**config.mk**
```make
export PLATFORM = sky130hd
export DESIGN_NAME = ex_muldiv_unit
export DESIGN_NICKNAME = d
export VERILOG_FILES = /design/src/rtl/ex_muldiv_unit.sv
export SDC_FILE = /design/constraint.sdc
export NUM_CORES = 1
export LEC_CHECK = 0
export CAP_MARGIN = 15
export CORE_MARGIN = 2
export CORE_UTILIZATION = 35
export CTS_BUF_LIST = sky130_fd_sc_hd__clkbuf_2
export CTS_CLUSTER_DIAMETER = 80
export DETAILED_ROUTE_END_ITERATION = 6
export RECOVER_POWER = 50
export SYNTH_ARGS = -nofsm -noshare
export SYNTH_HDL_FRONTEND = slang
export SYNTH_SLANG_ARGS = --single-unit
export TNS_END_PERCENT = 5
```
**constraint.sdc**
```tcl
create_clock -name clk -period 10.2 [get_ports clk]
set_clock_uncertainty 0.05 [all_clocks]
set_input_delay 2.04 -clock clk [delete_from_list [all_inputs] [get_ports clk]]
set_output_delay 2.04 -clock clk [all_outputs]
set_load 0.03 [all_outputs]
```
**src/rtl/ex_muldiv_unit.sv**
```systemverilog
// Iterative unsigned multiply/divide unit for the execute stage (MUL, MULHU, DIVU, REMU).
// Multiply is radix-2 shift-add, divide is restoring, one bit per cycle.
// Optional macro MULDIV_EARLY_OUT_EN: MUL finishes as soon as the remaining multiplier
// bits are all zero.
module ex_muldiv_unit #(
  parameter int unsigned XLEN = 32
) (
  input  logic            clk,
  input  logic            reset_n,
  input  logic            start_e,
  input  logic [1:0]      op_e,
  input  logic [XLEN-1:0] srca_e,
  input  logic [XLEN-1:0] srcb_e,
  input  logic [4:0]      rd_e,
  input  logic            flush_e,
  output logic            stall_o,
  output logic            busy_o,
  output logic            done_o,
  output logic [XLEN-1:0] result_o,
  output logic [4:0]      rd_o
);

  localparam int unsigned CW = $clog2(XLEN) + 1;

  typedef enum logic [1:0] {StIdle, StMul, StDiv, StDone} state_e;

  state_e            state_q, state_d;
  logic [CW-1:0]     cnt_q, cnt_d;
  logic [1:0]        op_q, op_d;
  logic [4:0]        rd_q, rd_d;
  logic [2*XLEN-1:0] prod_q, prod_d;
  logic [2*XLEN-1:0] mcand_q, mcand_d;
  logic [XLEN-1:0]   mplier_q, mplier_d;
  logic [XLEN:0]     rem_q, rem_d;
  logic [XLEN-1:0]   quo_q, quo_d;
  logic [XLEN-1:0]   divisor_q, divisor_d;
  logic [XLEN-1:0]   result_q, result_d;

  // Trial subtract of the shifted partial remainder; the top bit is the borrow.
  logic [XLEN+1:0]   trial;
  assign trial = {rem_q, quo_q[XLEN-1]} - {2'b00, divisor_q};

  // Next-state and datapath update.
  always_comb begin
    state_d   = state_q;
    cnt_d     = cnt_q;
    op_d      = op_q;
    rd_d      = rd_q;
    prod_d    = prod_q;
    mcand_d   = mcand_q;
    mplier_d  = mplier_q;
    rem_d     = rem_q;
    quo_d     = quo_q;
    divisor_d = divisor_q;
    result_d  = result_q;
    unique case (state_q)
      StIdle: begin
        if (start_e && !flush_e) begin
          op_d      = op_e;
          rd_d      = rd_e;
          cnt_d     = '0;
          prod_d    = '0;
          mcand_d   = {{XLEN{1'b0}}, srca_e};
          mplier_d  = srcb_e;
          rem_d     = '0;
          quo_d     = srca_e;
          divisor_d = srcb_e;
          state_d   = op_e[1] ? StDiv : StMul;
        end
      end
      StMul: begin
        if (flush_e) begin
          state_d = StIdle;
        end else if (cnt_q == CW'(XLEN)) begin
          state_d  = StDone;
          result_d = op_q[0] ? prod_q[2*XLEN-1:XLEN] : prod_q[XLEN-1:0];
        end else begin
          prod_d   = prod_q + (mplier_q[0] ? mcand_q : '0);
          mcand_d  = mcand_q << 1;
          mplier_d = mplier_q >> 1;
          cnt_d    = cnt_q + 1'b1;
`ifdef MULDIV_EARLY_OUT_EN
          // Multiplicand is pre-shifted, so the product is already aligned.
          if (mplier_d == '0) cnt_d = CW'(XLEN);
`endif
        end
      end
      StDiv: begin
        if (flush_e) begin
          state_d = StIdle;
        end else if (cnt_q == CW'(XLEN)) begin
          state_d  = StDone;
          result_d = op_q[0] ? rem_q[XLEN-1:0] : quo_q;
        end else if (cnt_q == '0 && divisor_q == '0) begin
          // Divide by zero: quotient all ones, remainder is the dividend.
          quo_d = '1;
          rem_d = {1'b0, quo_q};
          cnt_d = CW'(XLEN);
        end else begin
          if (!trial[XLEN+1]) begin
            rem_d = trial[XLEN:0];
            quo_d = {quo_q[XLEN-2:0], 1'b1};
          end else begin
            rem_d = {rem_q[XLEN-1:0], quo_q[XLEN-1]};
            quo_d = {quo_q[XLEN-2:0], 1'b0};
          end
          cnt_d = cnt_q + 1'b1;
        end
      end
      StDone: begin
        state_d = StIdle;
      end
      default: state_d = StIdle;
    endcase
  end

  // State registers with synchronous active-low reset.
  always_ff @(posedge clk) begin
    if (!reset_n) begin
      state_q   <= StIdle;
      cnt_q     <= '0;
      op_q      <= '0;
      rd_q      <= '0;
      prod_q    <= '0;
      mcand_q   <= '0;
      mplier_q  <= '0;
      rem_q     <= '0;
      quo_q     <= '0;
      divisor_q <= '0;
      result_q  <= '0;
    end else begin
      state_q   <= state_d;
      cnt_q     <= cnt_d;
      op_q      <= op_d;
      rd_q      <= rd_d;
      prod_q    <= prod_d;
      mcand_q   <= mcand_d;
      mplier_q  <= mplier_d;
      rem_q     <= rem_d;
      quo_q     <= quo_d;
      divisor_q <= divisor_d;
      result_q  <= result_d;
    end
  end

  // Outputs: stall covers the accepting cycle, busy/done decode the registered state.
  always_comb begin
    stall_o  = (state_q == StIdle && start_e && !flush_e) ||
               state_q == StMul || state_q == StDiv;
    busy_o   = state_q == StMul || state_q == StDiv;
    done_o   = state_q == StDone;
    result_o = result_q;
    rd_o     = rd_q;
  end

endmodule

```
After elaboration in Yosys (flattened, before gate mapping)
Index checks and enable logic that the tools add are counted.

$add $sub $neg: 3. $mul: 0. Div/mod/pow operators: 0. $lt $le $gt $ge: 0. Eq/ne operators: 12. Shift operators: 0. Muxes and demuxes: 44. Bitwise logic cells: 0. Reductions and logical operators: 22.

Operators by type and width (number): 64-bit two-way mux (7); 32-bit two-way mux (13); 64-bit one-hot mux with 2 select lines (2); 32-bit one-hot mux with 2 select lines (3); 33-bit two-way mux (5); 33-bit one-hot mux with 2 select lines (1); 64-bit adder (1); 6-bit two-way mux (6); 34-bit by 32-bit subtractor with 34-bit output (1); 32-bit logical NOT (1); 6-bit one-hot mux with 3 select lines (1); 2-bit inequality test, second input constant (7); 2-bit two-way mux (4); 4-bit AND reduction (2); 6-bit by 1-bit adder with 6-bit output, second input constant (1); 6-bit equality test, second input constant (1); 6-bit logical NOT (1); 2-bit one-hot mux with 3 select lines (1); 6-bit AND reduction (1); 2-bit nonzero test (3); 5-bit AND reduction (1); 2-bit equality test, second input constant (2); 1-bit logical AND (4); 2-bit AND reduction (2); 8 further kinds (10).

Register bits: 303. Latch bits: 0. Memory bits (writable): 0. Bits in read-only memories: 0. Bits of input ports: 75. Output and inout bits: 40. Word-level logic and storage cells: 92. Memories: 0.

Longest topological paths before layout
Depth after elaboration: 6. Mapped depth: 16.

Worst setup path before layout
Ideal clock, no wire load.

Path type: input to output. Start point: in flush_e. End point: out stall_o. Data arrival time: 2805 ps. Setup slack: 5305 ps. Stages: 4. Cell sequence: inv_1 nand3_1 clkbuf_1 nand2_1.

Cells in the longest elaborated chain, start to end: 4.

Ends and longest elaborated chain: start: declaration (line 15) `input logic flush_e,`; 1-bit logical NOT (line 148) `stall_o = (state_q == StIdle && start_e && !flush_e) ||`; 1-bit logical AND (line 148); 1-bit logical OR (line 148); 1-bit logical OR (line 149) `state_q == StMul || state_q == StDiv;`; end: declaration (line 16) `output logic stall_o,`.

Every way passes these cells.

Final worst setup path
Start point: in reset_n. End point: reg mplier_q[27].

RTL lines: start: declaration (line 9) `input logic reset_n,`; end signal: assignment (line 138) `mplier_q <= mplier_d;`; end: declaration (line 33) `logic [XLEN-1:0] mplier_q, mplier_d;`.

No word-level cell between the ends.

==> results.yml <==
yosys:
  synth_warnings: 0
  synth-compound-area-share_pct: 22.7
  synth.distinct_cells: 76
  synth_edf_count: 0
  ys.flop_type: "dfxtp_1"
  ys_seq_elements: 303
  synthXorXnorAreaFrac_pct: 3.67
  synth_area_per_cell_um2: 8.04
  postSynthCellCount: 2316
  syn_nets: 2494
  syn_area_um2: 18600
  synth-simple-area-share_pct: 20.6
  seq_area_frac_synth_pct: 32.6
  ys_async_sr_fraction_pct: 0
  muxShareOfSynthArea_pct: 8.74
  synthAdderAreaFrac_pct: 7.00
  synth_top_family_by_area: "compound AO/OA/AOI/OAI gates"
worst_setup_path:
  crit_arrival_ns: 8.08
  worstReg2RegEnd: "rem_q[7]"
  worstRegToRegCells: 12
  r2r-start: "cnt_q[0]"
  reg2reg_setup_slack_ns: 5.96
  end_kind: "register"
  startpoint_type: "input pin"
  required_ns: 11.02
  worst-path-max-fanout: 86
  path_class: "in2reg"
power_and_ir_drop:
  p_leak_nw: 8.11
  power_density_nw_per_um2: 208
  peakVddDrop_v: 0.000147
routing:
  via_count: 17300
  totalWireLength_um: 56900
  avgRoutedWirePerCell_um: 18.2
  viasPerCell: 5.53
  route.detailed.drc: 0
  first_pass_iters: 5
  detail-route-antenna-nets: 0
  drt-initial-drc-count: 1147
die:
  io_pins: 115
  rows: 84
  initial_core_util_pct: 35.5
  dieWidth_um: 235
  die_h_um: 235
  dieArea_um2: 55100
  core-area_um2: 52600
worst_hold_path:
  hold_depth: 2
  hp-class: "reg2reg"
  worstHoldStart: "divisor_q[6]"
  holdPathEnd: "divisor_q[6]"
cts:
  clock_latency_ns: 1.07
  cts-root-buf: "clkbuf_2"
  cts_resized: 0
  cts_sinks: 303
  cts_tree: "done"
  clk_pin_slew_ns: 0.08
  cts_buffers: 85
  ctsLongestPathBuffers: 3
  post_cts_buffers: 0
  htreeDepth: 3
  cts_hold_buffers: 0
finish:
  layout-drive-gt1-share_pct: 8.53
  area_growth_pct: 13.0
  final_nets: 2556
placement:
  dp_slack_ns: 4.53
  port_buffers: 114
  dp_hpwl_um: 40800
  place_congestion: 0.900
global_route:
  grt_pass1_wl_um: 90600
  grt_pass1_vias: 16600
  grtUsageTotal_pct: 20.2
  antenna_found_initial: 1
  grt_start_max_net_pins: 108
  grt_overflow: 0
sta:
  setup_tns_ns: 0
  timing.fmax_ghz: 0.138
  period_minus_slack_ns: 7.26
  finalMaxSlewViolations: 206
  post-route-period-util_pct: 71.2
  rsz0062_at_grt: "false"
  max_slew_margin_pct: -146
  tightest_slew_ns: 3.69
  finalSetupViolations: 0
  layout_setup_ws_ns: 2.94
  hold_viol_final: 0
status:
  outcome: "finished, violations left"
  violations: "capacitance limit, slew limit"
run:
  cap_violations: 3
## metrics by stage
step                hold slack (ns)  instance area, um2  utilization, %  cells  power, mW
detailed placement            0.399               20200            38.5   2977       3.45
floorplan                     0.382               18600               -   2316       2.96
CTS                           0.410               21000            40.0   3124       4.41
global placement              0.395               20200            38.5   2977       3.42
finish                        0.408               21000            40.1   3128       4.38
global route                  0.430               21000            40.1   3128       4.69
## cell families (layout without fill, tap and decap cells)
logic type / Yosys count / count (layout)
buffers and inverters: 229 / 351
XOR/XNOR: 78 / 78
AO/OA/AOI/OAI: 647 / 647
flip-flops: 303 / 303
AND/OR/NAND/NOR: 834 / 834
multiplexers: 122 / 122
adder cells (fa/ha/maj): 103 / 103
other: 0 / 2
## cells in the mapped netlist, types with 12 or more instances
cell	number	area (um2)
a211oi_1	70	526
a21o_1	56	420
a21oi_1	182	911
a22oi_1	87	653
a31oi_1	15	93.8
and2_1	73	457
and3_1	16	100
buf_1	12	45.0
clkbuf_1	141	529
dfxtp_1	303	6070
ha_1	101	1260
inv_1	68	255
mux2i_1	88	881
mux4_2	32	721
nand2_1	261	980
nand3_1	31	155
nand4_1	34	213
nor2_1	267	1000
nor2b_1	16	100
nor3_1	57	285
nor4_1	40	250
o21a_1	20	150
o21ai_0	91	455
o21ai_1	26	130
o21bai_1	15	113
o31ai_1	12	90.1
xnor2_1	42	368
xor2_1	36	315
## cells in the final DEF, fill, tap and decap left out, types with 72 or more instances in the layout
cell type        synthesis  final
ha_1                   101     99
mux2i_1                 88     88
and2_1                  73     72
nor2_1                 267    264
nand2_1                261    261
clkbuf_2                 0    121
a21oi_1                182    182
o21ai_0                 91     91
dfxtp_1                303    301
clkdlybuf4s50_1          0    113
a22oi_1                 87     87
## sequential cells by signal, indices dropped and copies added, names as in the netlist
name / cells
mcand_q: 64
prod_q: 64
rem_q: 33
divisor_q: 32
mplier_q: 32
quo_q: 32
result_o: 32
cnt_q: 6
rd_o: 5
state_q: 2
op_q: 1
## worst max-delay path, cell delays in order
cell and delay [ns]:
dlygate4sd3_1 0.76, clkinvlp_2 2.61, clkbuf_1 1.87, a211oi_1 0.69
## how the worst max path moves through the flow
stage          depth (start not counted)            to    start  slack (ns)
2_1_floorplan                          4       stall_o  flush_e        5.30
3_3_place_gp                           5       stall_o  flush_e        4.51
3_5_place_dp                           5       stall_o  flush_e        4.53
4_1_cts                                5       stall_o  flush_e        4.52
5_1_grt                                4   mplier_q[9]  reset_n        2.36
6_report                               4  mplier_q[27]  reset_n        2.94
## where the power goes
| group | switching (mW) | internal [mW] |
|---|---|---|
| sequential | 0.168 | 1.35 |
| combinational | 1.14 | 0.777 |
| clock | 0.553 | 0.393 |
| total | 1.87 | 2.52 |
## metal layers
| layer | up-vias | global-route usage, % | wire length [um] |
|---|---|---|---|
| li1 | 8543 | - | - |
| met1 | 8200 | 26.2 | 25800 |
| met2 | 441 | 33.4 | 26500 |
| met3 | 104 | 3.02 | 2760 |
| met4 | 0 | 8.36 | 1890 |
| met5 | - | 0 | 0 |
## layout make-up
| type | count | area, um2 |
|---|---|---|
| diodes | 2 | 5.00 |
| multi-input cells | 1784 | 11700 |
| flip-flops and latches | 303 | 6070 |
| clock inverters | 26 | 186 |
| inverters | 68 | 256 |
| fillers | 5436 | 31500 |
| repair buffers | 136 | 1320 |
| well taps | 688 | 861 |
| clock buffers | 121 | 606 |
No activity file was read; power rests on OpenSTA's default activity.
